[src/rtl/cic_integrator_bank_pkg.sv]
// Shared CIC helpers: width arithmetic used when sizing integrator banks.
package cic_pkg;

  // Ceiling log2; returns 0 for values of 0 or 1.
  function automatic int clog2(input int value);
    int result;
    int remaining;
    result    = 0;
    remaining = value - 1;
    while (remaining > 0) begin
      result++;
      remaining = remaining >> 1;
    end
    return result;
  endfunction

  // Hogenauer register growth: full-precision width of an N-stage CIC
  // with decimation R and differential delay M.
  function automatic int cic_out_width(input int iw, input int n, input int r, input int m);
    return iw + n * clog2(r * m);
  endfunction

  // Channel-index width; a single-channel bank still carries a 1-bit tag.
  function automatic int chan_width(input int c);
    return (c > 1) ? clog2(c) : 1;
  endfunction

  localparam int CIC_MIN_CHAN_WIDTH = 1;

endpackage

[src/rtl/cic_integrator_stage.sv]
// One integrator stage shared by C time-multiplexed channels. Each channel
// owns a wrapping OW-bit accumulator; the stage output is the freshly updated
// accumulator together with the channel tag and valid that produced it.
module cic_integrator_stage
  import cic_pkg::*;
#(
  parameter int OW = 5,
  parameter int C  = 1,
  parameter int CW = 1
) (
  input  logic          i_clk,
  input  logic          i_reset,
  input  logic          i_clear,
  input  logic          i_valid,
  input  logic [CW-1:0] i_chan,
  input  logic [OW-1:0] i_data,
  output logic          o_valid,
  output logic [CW-1:0] o_chan,
  output logic [OW-1:0] o_data
);

  logic [OW-1:0] r_acc [C];
  logic          r_valid;
  logic [CW-1:0] r_chan;
  logic [OW-1:0] r_data;
  logic [OW-1:0] w_accSel;
  logic [OW-1:0] w_sum;

  // Pick the accumulator belonging to the incoming sample's channel.
  always_comb begin
    w_accSel = '0;
    for (int c = 0; c < C; c++) begin
      if (i_chan == CW'(c)) begin
        w_accSel = r_acc[c];
      end
    end
  end

  assign w_sum = w_accSel + i_data;

  // Accumulate per channel and register the result; clear zeroes every
  // accumulator but lets a sample already in this stage pass through.
  always_ff @(posedge i_clk) begin
    if (i_reset) begin
      for (int c = 0; c < C; c++) begin
        r_acc[c] <= '0;
      end
      r_valid <= 1'b0;
      r_chan  <= '0;
      r_data  <= '0;
    end else begin
      r_valid <= i_valid;
      if (i_valid) begin
        r_chan <= i_chan;
        r_data <= w_sum;
      end
      for (int c = 0; c < C; c++) begin
        if (i_clear) begin
          r_acc[c] <= '0;
        end else if (i_valid && (i_chan == CW'(c))) begin
          r_acc[c] <= w_sum;
        end
      end
    end
  end

  assign o_valid = r_valid;
  assign o_chan  = r_chan;
  assign o_data  = r_data;

endmodule

[src/rtl/cic_integrator_bank.sv]
// N cascaded CIC integrators over C time-multiplexed channels. The top
// sign-extends the input, filters out-of-range channel tags (pulsing o_drop)
// and chains N registered stages, giving an N-cycle latency.
module cic_integrator_bank
  import cic_pkg::*;
#(
  parameter int IW = 2,
  parameter int OW = 5,
  parameter int N  = 3,
  parameter int C  = 1,
  parameter int CW = 1
) (
  input  logic          i_clk,
  input  logic          i_reset,
  input  logic          i_clear,
  input  logic          i_valid,
  input  logic [CW-1:0] i_chan,
  input  logic [IW-1:0] i_data,
  output logic          o_valid,
  output logic [CW-1:0] o_chan,
  output logic [OW-1:0] o_data,
  output logic          o_drop
);

  localparam logic [CW:0] CHAN_LIMIT = (CW + 1)'(C);

  logic          w_chanOk;
  logic          w_accept;
  logic [OW-1:0] w_dataExt;
  logic          w_valid [N+1];
  logic [CW-1:0] w_chan  [N+1];
  logic [OW-1:0] w_data  [N+1];
  logic          r_drop;

  assign w_chanOk  = ({1'b0, i_chan} < CHAN_LIMIT);
  assign w_accept  = i_valid && !i_clear && w_chanOk;
  assign w_dataExt = OW'($signed(i_data));

  assign w_valid[0] = w_accept;
  assign w_chan[0]  = i_chan;
  assign w_data[0]  = w_dataExt;

  // Flag a sample rejected for carrying a channel tag beyond the bank.
  always_ff @(posedge i_clk) begin
    if (i_reset) begin
      r_drop <= 1'b0;
    end else begin
      r_drop <= i_valid && !i_clear && !w_chanOk;
    end
  end

  for (genvar k = 0; k < N; k++) begin : gStage
    cic_integrator_stage #(
      .OW (OW),
      .C  (C),
      .CW (CW)
    ) uStage (
      .i_clk   (i_clk),
      .i_reset (i_reset),
      .i_clear (i_clear),
      .i_valid (w_valid[k]),
      .i_chan  (w_chan[k]),
      .i_data  (w_data[k]),
      .o_valid (w_valid[k+1]),
      .o_chan  (w_chan[k+1]),
      .o_data  (w_data[k+1])
    );
  end

  assign o_valid = w_valid[N];
  assign o_chan  = w_chan[N];
  assign o_data  = w_data[N];
  assign o_drop  = r_drop;

endmodule

[config.mk]
export PLATFORM = sky130hd
export DESIGN_NAME = cic_integrator_bank
export DESIGN_NICKNAME = d
export VERILOG_FILES = /design/src/rtl/cic_integrator_bank_pkg.sv /design/src/rtl/cic_integrator_stage.sv /design/src/rtl/cic_integrator_bank.sv
export SDC_FILE = /design/constraint.sdc
export NUM_CORES = 1
export LEC_CHECK = 0
export CORE_ASPECT_RATIO = 0.8
export CORE_UTILIZATION = 51
export CTS_BUF_LIST = sky130_fd_sc_hd__clkbuf_16
export CTS_CLUSTER_DIAMETER = 60
export DETAILED_ROUTE_END_ITERATION = 6
export GPL_TIMING_DRIVEN = 0
export PLACE_DENSITY = 0.81
export RECOVER_POWER = 25
export SETUP_SLACK_MARGIN = 0.02
export SYNTH_ARGS = -nofsm -noshare
export SYNTH_HDL_FRONTEND = slang
export SYNTH_SLANG_ARGS = --single-unit
[constraint.sdc]
create_clock -name i_clk -period 2 [get_ports i_clk]
set_input_delay 0.4 -clock i_clk [delete_from_list [all_inputs] [get_ports i_clk]]
set_output_delay 0.4 -clock i_clk [all_outputs]
set_load 0.03 [all_outputs]
==> impl_metrics.csv <==
group,metric,value,unit
clock_network,cts_inserted_buffers,5,
clock_network,ctsHoldBuffers,0,
setup_path,crit_path_max_incr_delay,380,ps
global_routing,grt_pass1_wl,6260,microns
hold_path,min_to,"gStage[0].uStage.o_data[0]$_SDFFE_PP0P_",
finish,areaGrowthSynthToFinish,21.4,%
power,pwr_density_cell,756,nW/um^2
yosys,synth_seq_cells,37,
route,ant_nets,0,
global_routing,grt_max_degree,13,
yosys,yosysTopAreaCell,"edfxtp_1",
yosys,synth.top_cells.by_area,"edfxtp_1, dfxtp_1, ha_1",
yosys,yosysTopAreaCellShare,0.239,
route,via_count,1352,
run_status,status,"completed",
route,first_pass_iters,4,
sta,worst_pin_slew,758,ps
placement,hpwl,2650,microns
setup_path,rr_worst_depth,8,
hold_path,holdPathStages,2,
yosys,synth.most_common_cell,"nor2_1",
floorplan,die_x,70.0,microns
clock_network,cts.sinks,37,
finish,nFillCells,255,
setup_path,critPathSlowestCell,"fa_2",
clock_network,clk_pin_slew,60,ps
yosys,ys_top_cells_by_count,"nor2_1, dfxtp_1, edfxtp_1, ha_1, inv_1",
clock_network,cts_tree,"done",
setup_path,path_buf_inv,1,
route,via_per_inst,5.50,
setup_path,crit_path_end_kind,"flop",
sta,max_freq,0.513,GHz
setup_path,crit_family,"adder cells",
sta,fin_crit_sh,0.975,
setup_path,cp.required,2030,ps
sta,finalSetupViolCount,0,
clock_network,root_buffer,"clkbuf_16",
sta,rsz0062_at_grt,"true",
hold_path,hp-start,"gStage[0].uStage.o_data[0]$_SDFFE_PP0P_",
floorplan,start_util,0.543,
floorplan,design.die.area,3940,sq um
clock_network,clkLatencyLatePin,280,ps
placement,postPlaceCellArea,2080,sq um
floorplan,core-area,3470,sq um
global_routing,grt_use_total,0.209,
global_routing,grt.overflow.total,0,
floorplan,die_h,56.4,microns
power,total_power,1.73,mW
sta,skew,4.74,ps
route,wirelength,3700,microns
finish,n_antenna_cell,0,
setup_path,worstReg2RegStart,"gStage[1].uStage.o_chan$_SDFFE_PP0P_",
clock_network,ctsHtreeMaxLevel,2,
setup_path,r2r_end,"gStage[2].uStage.r_acc[0][4]$_SDFFCE_PN0P_",
power,ir_drop,0.000635,V
yosys,synth_edf_count,15,
yosys,ys_seq_area_frac,0.473,
setup_path,start_kind,"flop",
sta,period_minus_slack,1950,ps
finish,final_nets,225,
clock_network,clockBufferDepth,2,
power,p_leak,0.924,nW
placement,io_buffer_count,14,
yosys,syn_nets,201,
yosys,yosysWarnings,0,
yosys,synth_flop_cell,"dfxtp_1",
setup_path,worstSetupPathType,"reg2reg",
sta,slew_headroom,0.489,
yosys,async_flop_share,0,
setup_path,critPathArrivalTime,1980,ps
finish,final_area,2290,sq um
setup_path,worstPathMaxFanout,5,
global_routing,grt_pass1_vias,1334,
sta,drv_slew,0,
yosys,netlist_area,1880,sq um
floorplan,io_pins,15,
placement,gp_congestion,0.819,
yosys,syn_inst,179,
finish,fin_util,0.659,
route,drtIter0Drc,55,
hold_path,hold_class,"reg2reg",
route,drc,0,
route,avgRoutedWirePerCell,15.0,microns
yosys,avgSynthCellArea,10.5,sq um
setup_path,cp_cell_sequence,"and2b_1 > ha_2 > inv_2 > fa_2 > nand2b_4 > a21oi_4 > xnor2_2 > nor2_1",
setup_path,r2r_slack,50,ps
run,drv_cap,0,
finish,drive_gt1_frac,0.167,
global_routing,antenna_found_initial,0,
floorplan,fp-row-count,19,
yosys,yosysUniqueCellTypes,37,
sta,finalSetupTns,0,ps
sta,hold_viol_final,0,
==> final cells by class <==
cell class / instances / area, sq um / share of cell area
repair buffers: 17 / 160 / 0.0700
inverters: 11 / 43.8 / 0.0191
clock inverters: 3 / 17.5 / 0.00765
plain buffers: 4 / 23.8 / 0.0104
flip-flops and latches: 37 / 896 / 0.391
well taps: 42 / 52.6 / 0.0230
multi-input cells: 127 / 970 / 0.424
clock buffers: 5 / 125 / 0.0547
==> cells in the final DEF (no fill, tap or decap), types with 6 or more instances in the layout <==
| master | instances |
|---|---|
| ha_1 | 10 |
| xnor2_1 | 7 |
| edfxtp_1 | 15 |
| nor2b_1 | 7 |
| nand2_1 | 7 |
| dfxtp_1 | 20 |
| inv_1 | 8 |
| clkdlybuf4s50_1 | 11 |
| mux2i_1 | 6 |
| nor2_1 | 29 |
==> worst max-delay path by stage <==
stage	startpoint	endpoint	slack, ps	cells past startpoint
floorplan	gStage[1].uStage.o_chan$_SDFFE_PP0P_	gStage[2].uStage.r_acc[0][4]$_SDFFCE_PN0P_	140	8
global placement	i_chan	gStage[0].uStage.r_acc[0][4]$_SDFFCE_PN0P_	-530	8
detailed placement	i_chan	gStage[0].uStage.r_acc[0][4]$_SDFFCE_PN0P_	-570	8
CTS	gStage[1].uStage.o_chan$_SDFFE_PP0P_	gStage[2].uStage.r_acc[0][4]$_SDFFCE_PN0P_	20	8
global route	gStage[0].uStage.o_chan$_SDFFE_PP0P_	gStage[1].uStage.r_acc[0][4]$_SDFFCE_PN0P_	-50	8
finish	gStage[1].uStage.o_chan$_SDFFE_PP0P_	gStage[2].uStage.r_acc[0][4]$_SDFFCE_PN0P_	50	8
==> registers in the layout, summed over array words and instances, names as in the netlist <==
register and count:
gStage.uStage.r_acc 15, gStage.uStage.o_valid 3, gStage.uStage.o_chan 3, gStage.uStage.o_data 15
o_drop 1
==> per-stage QoR <==
step           instances  worst slack (ps)  hold slack (ps)
2_1_floorplan        179               142              441
3_3_place_gp         235              -532              472
3_5_place_dp         235              -569              473
4_1_cts              243              23.7              480
5_1_grt              246             -50.8              492
6_report             246              49.2              480
==> where the power goes <==
part | internal [mW] | switching, mW | leakage [nW] | total, mW
Combinational | 0.0712 | 0.0939 | 0.505 | 0.165
Clock | 0.456 | 0.289 | 0.0712 | 0.745
Sequential | 0.809 | 0.0108 | 0.347 | 0.820
Total | 1.34 | 0.393 | 0.924 | 1.73
==> what timing repair did <==
action                     in CTS  in global routing
setup endpoints to repair       6                 18
pin swaps                       2                  5
hold endpoints to repair        0                  0
buffers inserted                0                  3
resized for setup               8                 13
==> per-layer routing <==
layer	vias up	GRT usage	wire, microns
li1	660	-	-
met3	6	0.0521	200
met1	658	0.275	1670
met5	-	0	0
met4	0	0.0914	48
met2	28	0.327	1780
==> worst register-to-register path, stage by stage (launching register included) <==
cell,delay (ps)
dfxtp_4,360
and2b_1,190
ha_2,190
inv_2,50
fa_2,380
nand2b_4,150
a21oi_4,160
xnor2_2,160
nor2_1,70
==> cells by family after synthesis <==
family                     Yosys count  share of synthesized area
AOI/OAI and AO/OA                   23                     0.0797
DFF                                 37                      0.473
muxes                                6                     0.0319
and+or+nand+nor                     71                      0.209
xor gates and xnor gates            12                     0.0598
adders and majority gates           15                      0.112
buffers and inverters               15                     0.0359
Note: power is estimated with default switching activity, not from simulation.
